<file path="config.mk">
export PLATFORM = sky130hd
export DESIGN_NAME = uart_tx_fsm_ser_flat
export DESIGN_NICKNAME = d
export VERILOG_FILES = /design/src/rtl/uart_tx_fsm_ser_if.sv /design/src/rtl/uart_tx_fsm_ser.sv /design/src/flat_wrapper.sv
export SDC_FILE = /design/constraint.sdc
export NUM_CORES = 1
export LEC_CHECK = 0
export BUFFER_PORTS_ARGS = -buffer_cell sky130_fd_sc_hd__buf_2
export CAP_MARGIN = 20
export CORE_UTILIZATION = 45
export CTS_CLUSTER_DIAMETER = 200
export CTS_CLUSTER_SIZE = 40
export DETAILED_ROUTE_END_ITERATION = 16
export GPL_TIMING_DRIVEN = 0
export SLEW_MARGIN = 20
export SYNTH_ARGS = -nofsm -noshare
export SYNTH_HDL_FRONTEND = slang
export SYNTH_SLANG_ARGS = --single-unit
export TNS_END_PERCENT = 30
</file>
<file path="constraint.sdc">
create_clock -name clk -period 5.55 [get_ports clk]
set_input_delay 0.2775 -clock clk [delete_from_list [all_inputs] [get_ports clk]]
set_output_delay 0.2775 -clock clk [all_outputs]
set_load 0.01 [all_outputs]
</file>
<file path="src/rtl/uart_tx_fsm_ser_if.sv">
// Transmit-side bus for uart_tx_fsm_ser: parallel byte, strobe, frame
// options and the serial line/busy status returned by the transmitter.
interface uart_tx_fsm_ser_if #(
   parameter int DATA_WIDTH = 8
);
   logic [DATA_WIDTH-1:0] p_data;
   logic                  data_valid;
   logic                  par_en;
   logic                  par_typ;
   logic [5:0]            prescalar;
   logic                  tx_out;
   logic                  busy;

   // Upstream side: supplies data and frame options, observes line/busy.
   modport master (
      output p_data, data_valid, par_en, par_typ, prescalar,
      input  tx_out, busy
   );

   // Transmitter side.
   modport slave (
      input  p_data, data_valid, par_en, par_typ, prescalar,
      output tx_out, busy
   );
endinterface

</file>
<file path="src/rtl/uart_tx_fsm_ser.sv">
// UART transmitter: serialises a latched byte LSB-first as
// start / data / optional parity / stop, each bit held for P clk cycles.
module uart_tx_fsm_ser #(
   parameter int DATA_WIDTH = 8
) (
   input  logic                    clk,
   input  logic                    rst,
   uart_tx_fsm_ser_if.slave        tx_if
);

   localparam int IDX_W = (DATA_WIDTH > 1) ? $clog2(DATA_WIDTH) : 1;
   localparam logic [IDX_W-1:0] LAST_IDX = IDX_W'(DATA_WIDTH - 1);

   typedef enum logic [2:0] {
      IDLE,
      START,
      DATA,
      PARITY,
      STOP
   } state_t;

   state_t                state_q, state_n;
   logic [5:0]            edge_cnt_q, edge_cnt_n;
   logic [IDX_W-1:0]      bit_idx_q, bit_idx_n;
   logic [DATA_WIDTH-1:0] sh_data_q, sh_data_n;
   logic                  sh_par_en_q, sh_par_en_n;
   logic                  sh_par_typ_q, sh_par_typ_n;
   logic [5:0]            sh_presc_q, sh_presc_n;
   logic                  tx_q, tx_n;
   logic                  busy_q, busy_n;

   logic [5:0]            cnt_last;
   logic                  bit_done;
   logic                  par_bit;

   // Bit-period end marker and parity, both derived from the shadow copy only.
   always_comb begin
      cnt_last = (sh_presc_q == 6'd0) ? 6'd0 : (sh_presc_q - 6'd1);
      bit_done = (edge_cnt_q == cnt_last);
      par_bit  = (^sh_data_q) ^ sh_par_typ_q;
   end

   // Next-state and next-output logic; tx/busy are computed one edge ahead
   // so the start bit appears on the accepting edge.
   always_comb begin
      state_n      = state_q;
      edge_cnt_n   = edge_cnt_q;
      bit_idx_n    = bit_idx_q;
      sh_data_n    = sh_data_q;
      sh_par_en_n  = sh_par_en_q;
      sh_par_typ_n = sh_par_typ_q;
      sh_presc_n   = sh_presc_q;
      tx_n         = tx_q;
      busy_n       = busy_q;

      case (state_q)
         IDLE: begin
            tx_n       = 1'b1;
            busy_n     = 1'b0;
            edge_cnt_n = '0;
            bit_idx_n  = '0;
            if (tx_if.data_valid) begin
               sh_data_n    = tx_if.p_data;
               sh_par_en_n  = tx_if.par_en;
               sh_par_typ_n = tx_if.par_typ;
               sh_presc_n   = tx_if.prescalar;
               tx_n         = 1'b0;
               busy_n       = 1'b1;
               state_n      = START;
            end
         end

         START: begin
            if (bit_done) begin
               edge_cnt_n = '0;
               bit_idx_n  = '0;
               tx_n       = sh_data_q[0];
               state_n    = DATA;
            end else begin
               edge_cnt_n = edge_cnt_q + 6'd1;
            end
         end

         DATA: begin
            if (bit_done) begin
               edge_cnt_n = '0;
               if (bit_idx_q == LAST_IDX) begin
                  if (sh_par_en_q) begin
                     tx_n    = par_bit;
                     state_n = PARITY;
                  end else begin
                     tx_n    = 1'b1;
                     state_n = STOP;
                  end
               end else begin
                  bit_idx_n = bit_idx_q + 1'b1;
                  tx_n      = sh_data_q[bit_idx_n];
               end
            end else begin
               edge_cnt_n = edge_cnt_q + 6'd1;
            end
         end

         PARITY: begin
            if (bit_done) begin
               edge_cnt_n = '0;
               tx_n       = 1'b1;
               state_n    = STOP;
            end else begin
               edge_cnt_n = edge_cnt_q + 6'd1;
            end
         end

         STOP: begin
            if (bit_done) begin
               edge_cnt_n = '0;
               bit_idx_n  = '0;
               tx_n       = 1'b1;
               busy_n     = 1'b0;
               state_n    = IDLE;
            end else begin
               edge_cnt_n = edge_cnt_q + 6'd1;
            end
         end

         default: begin
            edge_cnt_n = '0;
            bit_idx_n  = '0;
            tx_n       = 1'b1;
            busy_n     = 1'b0;
            state_n    = IDLE;
         end
      endcase
   end

   // State, counters, shadow registers and registered outputs.
   always_ff @(posedge clk) begin
      if (!rst) begin
         state_q      <= IDLE;
         edge_cnt_q   <= '0;
         bit_idx_q    <= '0;
         sh_data_q    <= '0;
         sh_par_en_q  <= 1'b0;
         sh_par_typ_q <= 1'b0;
         sh_presc_q   <= '0;
         tx_q         <= 1'b1;
         busy_q       <= 1'b0;
      end else begin
         state_q      <= state_n;
         edge_cnt_q   <= edge_cnt_n;
         bit_idx_q    <= bit_idx_n;
         sh_data_q    <= sh_data_n;
         sh_par_en_q  <= sh_par_en_n;
         sh_par_typ_q <= sh_par_typ_n;
         sh_presc_q   <= sh_presc_n;
         tx_q         <= tx_n;
         busy_q       <= busy_n;
      end
   end

   assign tx_if.tx_out = tx_q;
   assign tx_if.busy   = busy_q;

endmodule

</file>
<file path="src/flat_wrapper.sv">
// flat-port wrapper written by rule: the top's interface ports become plain ports
module uart_tx_fsm_ser_flat 
#(
   parameter int DATA_WIDTH = 8
)
  (clk, rst, tx_if_p_data, tx_if_data_valid, tx_if_par_en, tx_if_par_typ, tx_if_prescalar, tx_if_tx_out, tx_if_busy);
  uart_tx_fsm_ser_if #(.DATA_WIDTH(DATA_WIDTH)) tx_if_i ();
  input  logic clk;
  input  logic rst;
  input wire logic [$bits(tx_if_i.p_data)-1:0] tx_if_p_data;
  input wire logic [$bits(tx_if_i.data_valid)-1:0] tx_if_data_valid;
  input wire logic [$bits(tx_if_i.par_en)-1:0] tx_if_par_en;
  input wire logic [$bits(tx_if_i.par_typ)-1:0] tx_if_par_typ;
  input wire logic [$bits(tx_if_i.prescalar)-1:0] tx_if_prescalar;
  output wire logic [$bits(tx_if_i.tx_out)-1:0] tx_if_tx_out;
  output wire logic [$bits(tx_if_i.busy)-1:0] tx_if_busy;
  assign tx_if_i.p_data = tx_if_p_data;
  assign tx_if_i.data_valid = tx_if_data_valid;
  assign tx_if_i.par_en = tx_if_par_en;
  assign tx_if_i.par_typ = tx_if_par_typ;
  assign tx_if_i.prescalar = tx_if_prescalar;
  assign tx_if_tx_out = tx_if_i.tx_out;
  assign tx_if_busy = tx_if_i.busy;
  uart_tx_fsm_ser #(.DATA_WIDTH(DATA_WIDTH)) u_core (.clk(clk), .rst(rst), .tx_if(tx_if_i));
endmodule
</file>
==> metrics.yaml <==
floorplanning:
  std_cell_rows: 22
  die_x_um: 63.9
  die_h_um: 63.9
  ioPinCount: 21
  die-area_um2: 4090
  initial_core_util: 0.472
  core_um2: 3660
placed_design:
  dp_cells: 279
  dp_hpwl_um: 2850
  gp_congestion: 0.754
  port_buffers: 20
power_and_ir_drop:
  total_leakage_power_nw: 0.767
  vdd_drop_max_mv: 0.186
  power.density_nw_per_um2: 296
  total_power_uw: 585
synth:
  synthFlopType: "dfxtp_1"
  synth_top_area_frac: 0.348
  synth_most_common_cell: "nand2_1"
  netlist_top_cells_count: "43 x nand2_1, 30 x dfxtp_1, 24 x a21oi_1"
  avgSynthCellArea_um2: 8.18
  synthSimpleGateAreaFrac: 0.255
  synth_top_family_by_area: "simple AND/OR/NAND/NOR gates"
  netlist_area_um2: 1730
  muxShareOfSynthArea: 0.0261
  synth-adder-area-share: 0.0290
  synthArstFlopShare: 0
  syn_nets: 234
  yosysTopAreaCell: "dfxtp_1"
  synth_compound_area_frac: 0.185
  synth_xor_area_frac: 0.104
  synth_edf_count: 0
  yosysWarningCount: 0
  synthTopCellsByArea: "dfxtp_1 35%, nand2_1 9.3%, a21oi_1 7.0%, xnor2_1 6.1%, ha_1 2.9%"
  yosysSeqAreaShare: 0.348
  ys_types: 49
  ys_seq_elements: 30
  synthCells: 211
sta:
  slew_violations: 0
  setup-violations-final: 0
  max_clock_freq_mhz: 404
  whs_ns: 0.223
  post-route-period-util: 0.445
  slew_headroom: 0.635
  rsz0062_at_grt: "no"
  hold_viol: 0
  fin_setup_tns_ns: 0
  fin_skew_ns: 0.00539
  fin_crit_ns: 2.47
  tightestPinTransition_ns: 0.548
clocking:
  clk_latency_ns: 0.29
  post-cts-setup-buffers: 0
  h-tree-depth: 2
  hold_buffers: 0
  cts_tree: "yes"
  clock-sinks: 30
  clockBufferDepth: 2
  cts_resized: 0
  cts_buffers: 5
  root_buffer: "clkbuf_8"
  cts.reportedPaths.clkPinSlew_ns: 0.07
grt:
  grt_antenna_before_repair: 0
  grt_pass1_wl_um: 6590
  grt.total_usage: 0.212
  grt_max_degree: 11
  grt_pass1_vias: 1518
  grt_overflow_total: 0
routing:
  wire_per_inst_um: 13.4
  dr.pass1.iters: 4
  wirelength_um: 3850
  via_per_inst: 5.42
  drtIter0Drc: 71
  drc: 0
  ant_nets: 0
  vias: 1555
setup_path:
  crit_family: "compound AO/OA/AOI/OAI gates"
  path_cells: "buf_2 > inv_1 > ha_1 > nor3b_1 > o221a_2 > o211ai_1 > a311oi_2 > a21oi_1 > a311oi_2"
  worst-path-buf-inv: 2
  crit_type: "flip-flop to flip-flop"
  required_ns: 5.75
  cp-start-kind: "flip-flop"
  worst_path_most_repeated_cell: "a311oi_2"
  cp_max_fo: 8
  cp-end-kind: "flip-flop"
  critPathSlowestCell: "a311oi_2"
  critPathArrivalTime_ns: 2.68
  critPathMaxStageDelay_ns: 0.49
final_layout:
  fin_nets: 261
  diodes: 0
  stdcell_count: 287
  synthToLayoutAreaGrowth_pct: 14.6
  final_layout_size_suffix_gt1_frac: 0.188
status:
  run_status: "finished clean"
run:
  max_cap_viol_count: 0
worst_hold_path:
  holdCritPathClass: "input port to flip-flop"
[worst reg2reg max path, stage by stage, from the launching register on]
cell and delay, ns:
dfxtp_1 0.29, buf_2 0.15, inv_1 0.06, ha_1 0.30, nor3b_1 0.32, o221a_2 0.24
o211ai_1 0.13, a311oi_2 0.50, a21oi_1 0.15, a311oi_2 0.25
[path summary, 6_finish.rpt]
| check | start | end | slack [ns] | cells past startpoint |
|---|---|---|---|---|
| setup / recovery | u_core.sh_presc_q[1] | u_core.bit_idx_q[0] | 3.08 | 9 |
| hold / removal | tx_if_p_data[3] | u_core.sh_data_q[3] | 0.22 | 3 |
| setup reg to reg | u_core.sh_presc_q[1] | u_core.bit_idx_q[0] | 3.08 | 9 |
| hold reg to reg | u_core.sh_data_q[0] | u_core.sh_data_q[0] | 0.47 | 2 |
[metal layers]
metal | routed length, um | global-route usage
met1 | 1640 | 0.229
met2 | 2000 | 0.379
met3 | 127 | 0.0607
met4 | 85 | 0.0938
met5 | 0 | 0
[layout by cell type, fill, tap and decap left out, types with 3 or more instances in the layout]
cell type	instances
nand3_1	7
buf_2	22
a31oi_1	3
ha_1	4
nor2b_1	4
nor2_1	12
nand2_1	43
clkbuf_1	8
inv_1	7
nor3b_1	3
a21oi_1	24
nor4_1	3
nor3_1	3
dfxtp_1	30
xor2_1	4
xnor2_1	12
and3_1	4
clkbuf_8	6
[report_power, final]
part | leakage, nW | total [mW] | switching [mW] | internal (mW)
clock | 0.0482 | 0.184 | 0.0843 | 0.0999
combinational | 0.474 | 0.158 | 0.0878 | 0.0703
sequential | 0.245 | 0.243 | 0.0127 | 0.230
[stage by stage]
stage / utilization / instance area (um^2) / setup slack (ns)
floorplan: - / 1730 / 3.35
global placement: 0.515 / 1890 / 3.14
detailed placement: 0.515 / 1890 / 3.06
CTS: 0.540 / 1980 / 3.05
global route: 0.540 / 1980 / 2.82
finish: 0.540 / 1980 / 3.08
[cells by family (layout without fill, tap and decap cells)]
logic type      count (synthesis)  count (layout)
compound gates                 48              48
xor+xnor                       18              18
fa+ha+maj                       4               4
buf+inv                        19              47
flops                          30              30
mux                             2               2
simple gates                   90              90
[sequential cells by signal, summed over array words and instances, names as in the netlist]
name                 flops
u_core.edge_cnt_q        6
u_core.tx_if.busy        1
u_core.sh_data_q         8
u_core.sh_par_typ_q      1
u_core.tx_if.tx_out      1
u_core.state_q           3
u_core.sh_par_en_q       1
u_core.bit_idx_q         3
u_core.sh_presc_q        6
[area by class of cell]
class	instances	area [um^2]
Buffer	12	66.3
Clock inverter	1	5.00
Timing Repair Buffer	20	100
Tap cell	48	60.1
Multi-Input combinational cell	162	1030
Sequential cell	30	601
Inverter	7	26.3
Clock buffer	7	86.3
Fill cell	363	1680
(Power assumes the default switching activity.)
